File: src/rtl/pe_pkg.sv
// Shared PE-array package: beat modes and default datapath widths.
// Optional build macro used by the PE: PE_SATURATE_EN.
package pe_pkg;

  localparam logic MODE_PASS = 1'b0;
  localparam logic MODE_ACC  = 1'b1;

  localparam int DEF_DATA_W   = 8;
  localparam int DEF_WEIGHT_W = 8;
  localparam int DEF_PSUM_W   = 24;
  localparam int DEF_MUL_LAT  = 3;

endpackage

File: src/rtl/pe_mult.sv
// Signed pipelined multiplier, full-precision product after LAT stages.
// Stage 0 holds the raw product; later stages only delay it.
module pe_mult #(
  parameter int A_W = 8,
  parameter int B_W = 8,
  parameter int LAT = 3
) (
  input  logic                       clk,
  input  logic                       rst,
  input  logic signed [A_W-1:0]      a,
  input  logic signed [B_W-1:0]      b,
  output logic signed [A_W+B_W-1:0]  p
);

  localparam int P_W = A_W + B_W;

  logic signed [P_W-1:0] stg [LAT];

  always_ff @(posedge clk) begin
    if (!rst) begin
      for (int i = 0; i < LAT; i++)
        stg[i] <= '0;
    end else begin
      stg[0] <= P_W'($signed(a)) * P_W'($signed(b));
      for (int i = 1; i < LAT; i++)
        stg[i] <= stg[i-1];
    end
  end

  assign p = stg[LAT-1];

endmodule

File: src/rtl/pe_mac_acc.sv
// Signed MAC PE: capture, pipelined multiply, psum add or group accumulate.
// Define PE_SATURATE_EN to clamp overflowing sums instead of wrapping.
module pe_mac_acc
  import pe_pkg::*;
#(
  parameter int DATA_W   = DEF_DATA_W,
  parameter int WEIGHT_W = DEF_WEIGHT_W,
  parameter int PSUM_W   = DEF_PSUM_W,
  parameter int MUL_LAT  = DEF_MUL_LAT
) (
  input  logic                clk,
  input  logic                rst,
  input  logic [DATA_W-1:0]   i_data,
  input  logic                i_data_val,
  input  logic [WEIGHT_W-1:0] i_weight,
  input  logic                i_weight_val,
  input  logic [PSUM_W-1:0]   i_psum,
  input  logic                i_mode,
  input  logic                i_last,
  output logic [PSUM_W-1:0]   o_psum,
  output logic                o_psum_val,
  output logic                o_ovf
);

  localparam int PROD_W = DATA_W + WEIGHT_W;
  localparam int SUM_W  = PSUM_W + 1;

  logic [DATA_W-1:0]   d_q;
  logic [WEIGHT_W-1:0] w_q;
  logic [PSUM_W-1:0]   p_q;
  logic                m_q;
  logic                l_q;
  logic                v_q;

  always_ff @(posedge clk) begin
    if (!rst) begin
      d_q <= '0;
      w_q <= '0;
      p_q <= '0;
      m_q <= MODE_PASS;
      l_q <= 1'b0;
      v_q <= 1'b0;
    end else begin
      v_q <= i_data_val;
      if (i_data_val) begin
        d_q <= i_data;
        p_q <= i_psum;
        m_q <= i_mode;
        l_q <= i_last;
      end
      if (i_weight_val)
        w_q <= i_weight;
    end
  end

  logic signed [PROD_W-1:0] prod;

  pe_mult #(
    .A_W (DATA_W),
    .B_W (WEIGHT_W),
    .LAT (MUL_LAT)
  ) u_mult (
    .clk (clk),
    .rst (rst),
    .a   (d_q),
    .b   (w_q),
    .p   (prod)
  );

  logic              sb_v [MUL_LAT];
  logic [PSUM_W-1:0] sb_p [MUL_LAT];
  logic              sb_m [MUL_LAT];
  logic              sb_l [MUL_LAT];

  always_ff @(posedge clk) begin
    if (!rst) begin
      for (int i = 0; i < MUL_LAT; i++) begin
        sb_v[i] <= 1'b0;
        sb_p[i] <= '0;
        sb_m[i] <= MODE_PASS;
        sb_l[i] <= 1'b0;
      end
    end else begin
      sb_v[0] <= v_q;
      sb_p[0] <= p_q;
      sb_m[0] <= m_q;
      sb_l[0] <= l_q;
      for (int i = 1; i < MUL_LAT; i++) begin
        sb_v[i] <= sb_v[i-1];
        sb_p[i] <= sb_p[i-1];
        sb_m[i] <= sb_m[i-1];
        sb_l[i] <= sb_l[i-1];
      end
    end
  end

  logic              sv;
  logic [PSUM_W-1:0] sp;
  logic              sm;
  logic              sl;

  assign sv = sb_v[MUL_LAT-1];
  assign sp = sb_p[MUL_LAT-1];
  assign sm = sb_m[MUL_LAT-1];
  assign sl = sb_l[MUL_LAT-1];

  logic [PSUM_W-1:0] acc_q;
  logic              acc_ovf_q;
  logic              open_q;

  logic [PSUM_W-1:0] base;
  logic [SUM_W-1:0]  sum;
  logic              ovf;
  logic [PSUM_W-1:0] res;
  logic              grp_ovf;

  localparam logic [PSUM_W-1:0] P_MAX = {1'b0, {(PSUM_W-1){1'b1}}};
  localparam logic [PSUM_W-1:0] P_MIN = {1'b1, {(PSUM_W-1){1'b0}}};

  always_comb begin
    base = sp;
    if (sm == MODE_ACC && open_q)
      base = acc_q;
    sum = {base[PSUM_W-1], base}
        + {{(SUM_W-PROD_W){prod[PROD_W-1]}}, prod};
    ovf = sum[SUM_W-1] ^ sum[SUM_W-2];
`ifdef PE_SATURATE_EN
    res = sum[PSUM_W-1:0];
    if (ovf)
      res = sum[SUM_W-1] ? P_MIN : P_MAX;
`else
    res = sum[PSUM_W-1:0];
`endif
    grp_ovf = ovf | (open_q & acc_ovf_q);
  end

  // Only the first group beat may take the bias; open_q steers that.
  always_ff @(posedge clk) begin
    if (!rst) begin
      o_psum     <= '0;
      o_psum_val <= 1'b0;
      o_ovf      <= 1'b0;
      acc_q      <= '0;
      acc_ovf_q  <= 1'b0;
      open_q     <= 1'b0;
    end else begin
      o_psum_val <= 1'b0;
      o_ovf      <= 1'b0;
      if (sv) begin
        if (sm == MODE_PASS) begin
          o_psum     <= res;
          o_psum_val <= 1'b1;
          o_ovf      <= ovf;
        end else if (sl) begin
          o_psum     <= res;
          o_psum_val <= 1'b1;
          o_ovf      <= grp_ovf;
          acc_q      <= '0;
          acc_ovf_q  <= 1'b0;
          open_q     <= 1'b0;
        end else begin
          acc_q      <= res;
          acc_ovf_q  <= grp_ovf;
          open_q     <= 1'b1;
        end
      end
    end
  end

endmodule

File: config.mk
export PLATFORM = sky130hd
export DESIGN_NAME = pe_mac_acc
export DESIGN_NICKNAME = d
export VERILOG_FILES = /design/src/rtl/pe_pkg.sv /design/src/rtl/pe_mult.sv /design/src/rtl/pe_mac_acc.sv
export SDC_FILE = /design/constraint.sdc
export NUM_CORES = 1
export LEC_CHECK = 0
export ABC_CLOCK_PERIOD_IN_PS = 11460
export BUFFER_PORTS_ARGS = -buffer_cell sky130_fd_sc_hd__buf_4
export CAP_MARGIN = 20
export CORE_MARGIN = 10
export CORE_UTILIZATION = 65
export CTS_CLUSTER_SIZE = 14
export DETAILED_ROUTE_END_ITERATION = 8
export PLACE_DENSITY = 0.88
export SKIP_CTS_REPAIR_TIMING = 1
export SLEW_MARGIN = 10
export SYNTH_ARGS = -nofsm -noshare
export SYNTH_HDL_FRONTEND = slang
export SYNTH_SLANG_ARGS = --single-unit
File: constraint.sdc
create_clock -name clk -period 11.46 [get_ports clk]
set_input_delay 0 -clock clk [delete_from_list [all_inputs] [get_ports clk]]
set_output_delay 0 -clock clk [all_outputs]
set_load 0.02 [all_outputs]
# [After elaboration in Yosys (flattened, before gate mapping)]
# Memory sizes are Yosys's and may differ from the RTL's.
# Cells that the tools add are included.
[totals] reg_bits=95 ram_bits=129 out_inout_bits=26 elab_cells=69 mem_count=5
[memory_table] name="sb_p" depth=3 width=24 read_ports=3 rd_ports_with_merged_regs=0 wr=3 line="pe_mac_acc.sv:71" rtl="logic [PSUM_W-1:0] sb_p [MUL_LAT];"
[memory_table] name="u_mult.stg" depth=3 width=16 read_ports=3 rd_ports_with_merged_regs=0 wr=3 line="pe_mult.sv:17" rtl="logic signed [P_W-1:0] stg [LAT];"
[memory_table] name="sb_l" depth=3 width=1 read_ports=3 rd_ports_with_merged_regs=0 wr=3 line="pe_mac_acc.sv:73" rtl="logic sb_l [MUL_LAT];"
[memory_table] name="sb_m" depth=3 width=1 read_ports=3 rd_ports_with_merged_regs=0 wr=3 line="pe_mac_acc.sv:72" rtl="logic sb_m [MUL_LAT];"
[memory_table] name="sb_v" depth=3 width=1 read_ports=3 rd_ports_with_merged_regs=0 wr=3 line="pe_mac_acc.sv:70" rtl="logic sb_v [MUL_LAT];"
[classes] add_sub_neg=1 n_mul=1 n_eq_ne=1 mux=27 bitwise_logic=18 reduce_logical=4
[op_table] cell="24-bit 2-to-1 mux" n=7
[op_table] cell="16-bit 2-to-1 mux" n=3
[op_table] cell="24-bit by 16-bit adder with 25-bit output" n=1
[op_table] cell="1-bit 2-to-1 mux" n=17
[op_table] cell="8-bit by 8-bit multiplier with 16-bit output" n=1
[op_table] cell="1-bit OR" n=16
[op_table] cell="2-bit AND reduction" n=3
[op_table] cell="2-bit by 1-bit != test with 1-bit output (second input constant)" n=1
[op_table] cell="1-bit AND" n=1
[op_table] cell="1-bit logical AND" n=1
[op_table] cell="1-bit XOR" n=1

# [Longest topological paths before layout]
[depth] ltp_word=7 mapped_depth=18 mapped_depth_nobuf=18

# [Cells and area by module]
# From an unflattened synthesis, not the netlist that was laid out.
[hier_totals] hier_cells=1134 hier_area_um2=11193.2
[by_module_without_submodules] mod="pe_mac_acc" n_inst=1 cells_each=735 area_per_inst_um2=7290.7
[by_module_without_submodules] mod="pe_mult" n_inst=1 cells_each=399 area_per_inst_um2=3902.5

# [Worst setup path after synthesis]
# OpenSTA, ideal clock, no wires.
[synth_timing] path_kind="reg-to-reg" startpoint="register w_q[7]" endpoint="memory u_mult.stg[0][15] in the netlist's numbering" arrival_ps=3863 setup_slack_ps=7470 path_stages_with_launch=17 path_cell_list="dfxtp_1 -> inv_1 -> nor2_1 -> fa_1 -> fa_1 -> fa_1 -> inv_1 -> fa_1 -> inv_1 -> ha_1 -> o21a_1 -> o21ai_0 -> nand2b_1 -> a31oi_1 -> a21oi_1 -> xnor2_1 -> nor2_1"
[synth_rtl] item="start: declaration" line="pe_mac_acc.sv:29" rtl="logic [WEIGHT_W-1:0] w_q;"
[synth_rtl] item="start signal: assignment" line="pe_mac_acc.sv:52" rtl="w_q <= i_weight;"
[synth_rtl] item="end: declaration" line="pe_mult.sv:17"

==> results.sh <==
export IMPL_ant_nets=0
export IMPL_ys_warn_count=0
export IMPL_gp_congestion=0.892
export IMPL_core_um2=16500
export IMPL_rsz0062_at_grt="no"
export IMPL_whs_ps=99.8
export IMPL_cp_max_fo=6
export IMPL_nets=1369
export IMPL_overflow=0
export IMPL_timing_critical_path_mode_cell="fa_1"
export IMPL_seq_power_share=0.472
export IMPL_crit_required_ps=11820
export IMPL_initial_core_util=0.657
export IMPL_cp_slowest_stage_delay_ps=540
export IMPL_combPwrFrac=0.096
export IMPL_area_growth_syn_to_layout_pct=17.8
export IMPL_finalCritPeriodShare=0.400
export IMPL_cp_end_kind="register"
export IMPL_post_drt_wl_per_cell_um=16.9
export IMPL_place_detailed_hpwl_mm=15.7
export IMPL_synth_edf_count=0
export IMPL_numClockSinks=224
export IMPL_io_pins=72
export IMPL_clockPowerShare=0.432
export IMPL_seq_area_frac_synth=0.414
export IMPL_grt_first_pass_wirelength_mm=37.9
export IMPL_p_int_mw=1.34
export IMPL_die_x_um=149
export IMPL_synth_seq_cells=224
export IMPL_arrival_ps=4950
export IMPL_vias_per_cell=5.43
export IMPL_cts_buffers=23
export IMPL_route_detailed_drc=0
export IMPL_met1_usage=0.271
export IMPL_drive_gt1_frac=0.125
export IMPL_critical_path_slowest_cell="fa_1"
export IMPL_multi_input_area_um2=5770
export IMPL_syn_nets=1265
export IMPL_fp_row_count=47
export IMPL_synth_area_per_cell_um2=9.75
export IMPL_leakagePower_nw=5.75
export IMPL_switching_share=0.233
export IMPL_die_y_um=149
export IMPL_cp_top_family="adder cells"
export IMPL_portBuffers=71
export IMPL_dr_pass1_iters=5
export IMPL_fin_skew_ps=14.1
export IMPL_clkSlewWorstSetupHoldPaths_ps=60
export IMPL_ir_worst_vdd_mv=0.124
export IMPL_criticalPathCategory="register to register"
export IMPL_met2_usage=0.341
export IMPL_setup_viol=0
export IMPL_diodes=0
export IMPL_synth_main_ff_cell="dfxtp_1"
export IMPL_track_usage=0.204
export IMPL_use_met3=0.0382
export IMPL_worstSetupStartpointType="register"
export IMPL_outcome="finished clean"
export IMPL_synth_async_reset_ratio=0
export IMPL_insertion_delay_ps=500
export IMPL_antenna_found_initial=0
export IMPL_cts_buffer_depth=3
export IMPL_min_period_ps=4590
export IMPL_power_density_nw_per_um2=137
export IMPL_htree_levels=1
export IMPL_num_fill_cells=1021
export IMPL_final_util=0.774
export IMPL_finalSetupTns_ps=0
export IMPL_regArea_um2=4480
export IMPL_busiest_layer="met2"
export IMPL_max_freq_mhz=218
export IMPL_final_cell_mix="dfxtp_1 (224), and2_1 (166), inv_1 (97)"
export IMPL_hp_class="input port to register"
export IMPL_worst_slew_pin_slew_ps=834
export IMPL_vias=7867
export IMPL_p_switching_uw=407
export IMPL_slew_violations=0
export IMPL_synthCells=1110
export IMPL_grt_max_degree=116
export IMPL_die_area_um2=22200
export IMPL_first_iter_violations=548
export IMPL_synth_area_um2=10800
export IMPL_cts_tree="yes"
export IMPL_layout_commonest_cell="dfxtp_1"
export IMPL_clock_root_buffer="clkbuf_16"
export IMPL_synth_distinct_cells=62
export IMPL_crit_buf_inv=3
export IMPL_power_mw=1.75
export IMPL_finalHoldViolations=0
export IMPL_slew_limit_headroom=0.444
export IMPL_maxCapViolCount=0
export IMPL_path_cells="inv_1, nor2_1, fa_1, fa_1, fa_1, inv_1, fa_1, inv_1, ha_1, o21a_1, o21ai_0, nand2b_1, a31oi_1, a21oi_1, xnor2_1, nor2_1"
export IMPL_drt_total_wl_mm=24.5
export IMPL_grt_pass1_vias=7741
-- cell usage after synthesis, drive strengths merged (3+ instances only) --
cell / n / area share
a31o: 3 / 0.0024
buf: 10 / 0.0047
mux2i: 46 / 0.043
o211ai: 3 / 0.0021
nand3: 13 / 0.0060
clkbuf: 39 / 0.014
and2: 166 / 0.096
inv: 98 / 0.034
xor2: 10 / 0.0081
a211oi: 4 / 0.0032
o21bai: 4 / 0.0028
nor2: 88 / 0.031
o21ai: 41 / 0.019
a31oi: 4 / 0.0029
ha: 53 / 0.061
or3: 7 / 0.0040
nand2: 65 / 0.023
a22oi: 3 / 0.0021
nor2b: 3 / 0.0024
a21oi: 52 / 0.024
o21a: 10 / 0.0069
and3: 4 / 0.0023
nand2b: 5 / 0.0029
dfxtp: 224 / 0.41
mux2: 24 / 0.025
xnor2: 22 / 0.018
fa: 56 / 0.10
nand4: 4 / 0.0023
a21o: 7 / 0.0049
nor3: 12 / 0.0055
-- state kept, by name (all words and copies together), names as in the netlist, 3 cells and up --
signal / cells
p_q: 24
sb_l: 3
sb_p: 72
sb_v: 3
acc_q: 24
sb_m: 3
w_q: 8
o_psum: 24
d_q: 8
u_mult.stg: 48
-- metal layers --
| metal | routed length [µm] | vias up |
|---|---|---|
| met4 | 440 | 0 |
| met1 | 10300 | 3793 |
| met2 | 12300 | 221 |
| met5 | 0 | - |
| li1 | - | 3816 |
| met3 | 1520 | 37 |
-- worst paths after layout --
| kind | slack (ps) | endpoint | start | cells past startpoint |
|---|---|---|---|---|
| max reg2reg | 6870 | u_mult.stg[0][15] | w_q[7] | 16 |
| max | 6870 | u_mult.stg[0][15] | w_q[7] | 16 |
| min | 100 | v_q | i_data_val | 2 |
| min reg2reg | 430 | u_mult.stg[0][35] | u_mult.stg[0][19] | 1 |
-- cell type report --
class,count,area share
timing repair buffer,128,0.0857
clock inverter,9,0.00991
sequential,224,0.352
inverter,98,0.0289
tap,220,0.0216
multi-input combinational,739,0.453
clock buffer,30,0.0496
-- power groups by stage --
stage | combinational (mW) | clock, mW | sequential (mW)
final | 0.167 | 0.755 | 0.824
after global routing | 0.187 | 0.794 | 0.827
after global placement | 0.140 | 0 | 0.838
after floorplan | 0.109 | 0 | 0.833
after detailed placement | 0.145 | 0 | 0.839
after CTS | 0.149 | 0.765 | 0.823
-- cells by family after synthesis --
kind of cell / after synthesis / share of synthesized area
XOR/XNOR: 32 / 0.0259
flip-flops: 224 / 0.414
AO/OA/AOI/OAI: 154 / 0.0942
AND/OR/NAND/NOR: 374 / 0.181
adder cells (fa/ha/maj): 109 / 0.165
buffers and inverters: 147 / 0.0523
multiplexers: 70 / 0.0675
-- stage by stage --
| stage | cell area, µm² | instances | setup slack, ps |
|---|---|---|---|
| after CTS | 12200 | 1396 | 7020 |
| final | 12700 | 1448 | 6870 |
| after global routing | 12700 | 1448 | 6630 |
| after global placement | 11500 | 1357 | 7200 |
| after floorplan | 10800 | 1110 | 7470 |
| after detailed placement | 11500 | 1357 | 7080 |
No activity file was read; power rests on OpenSTA's default activity.
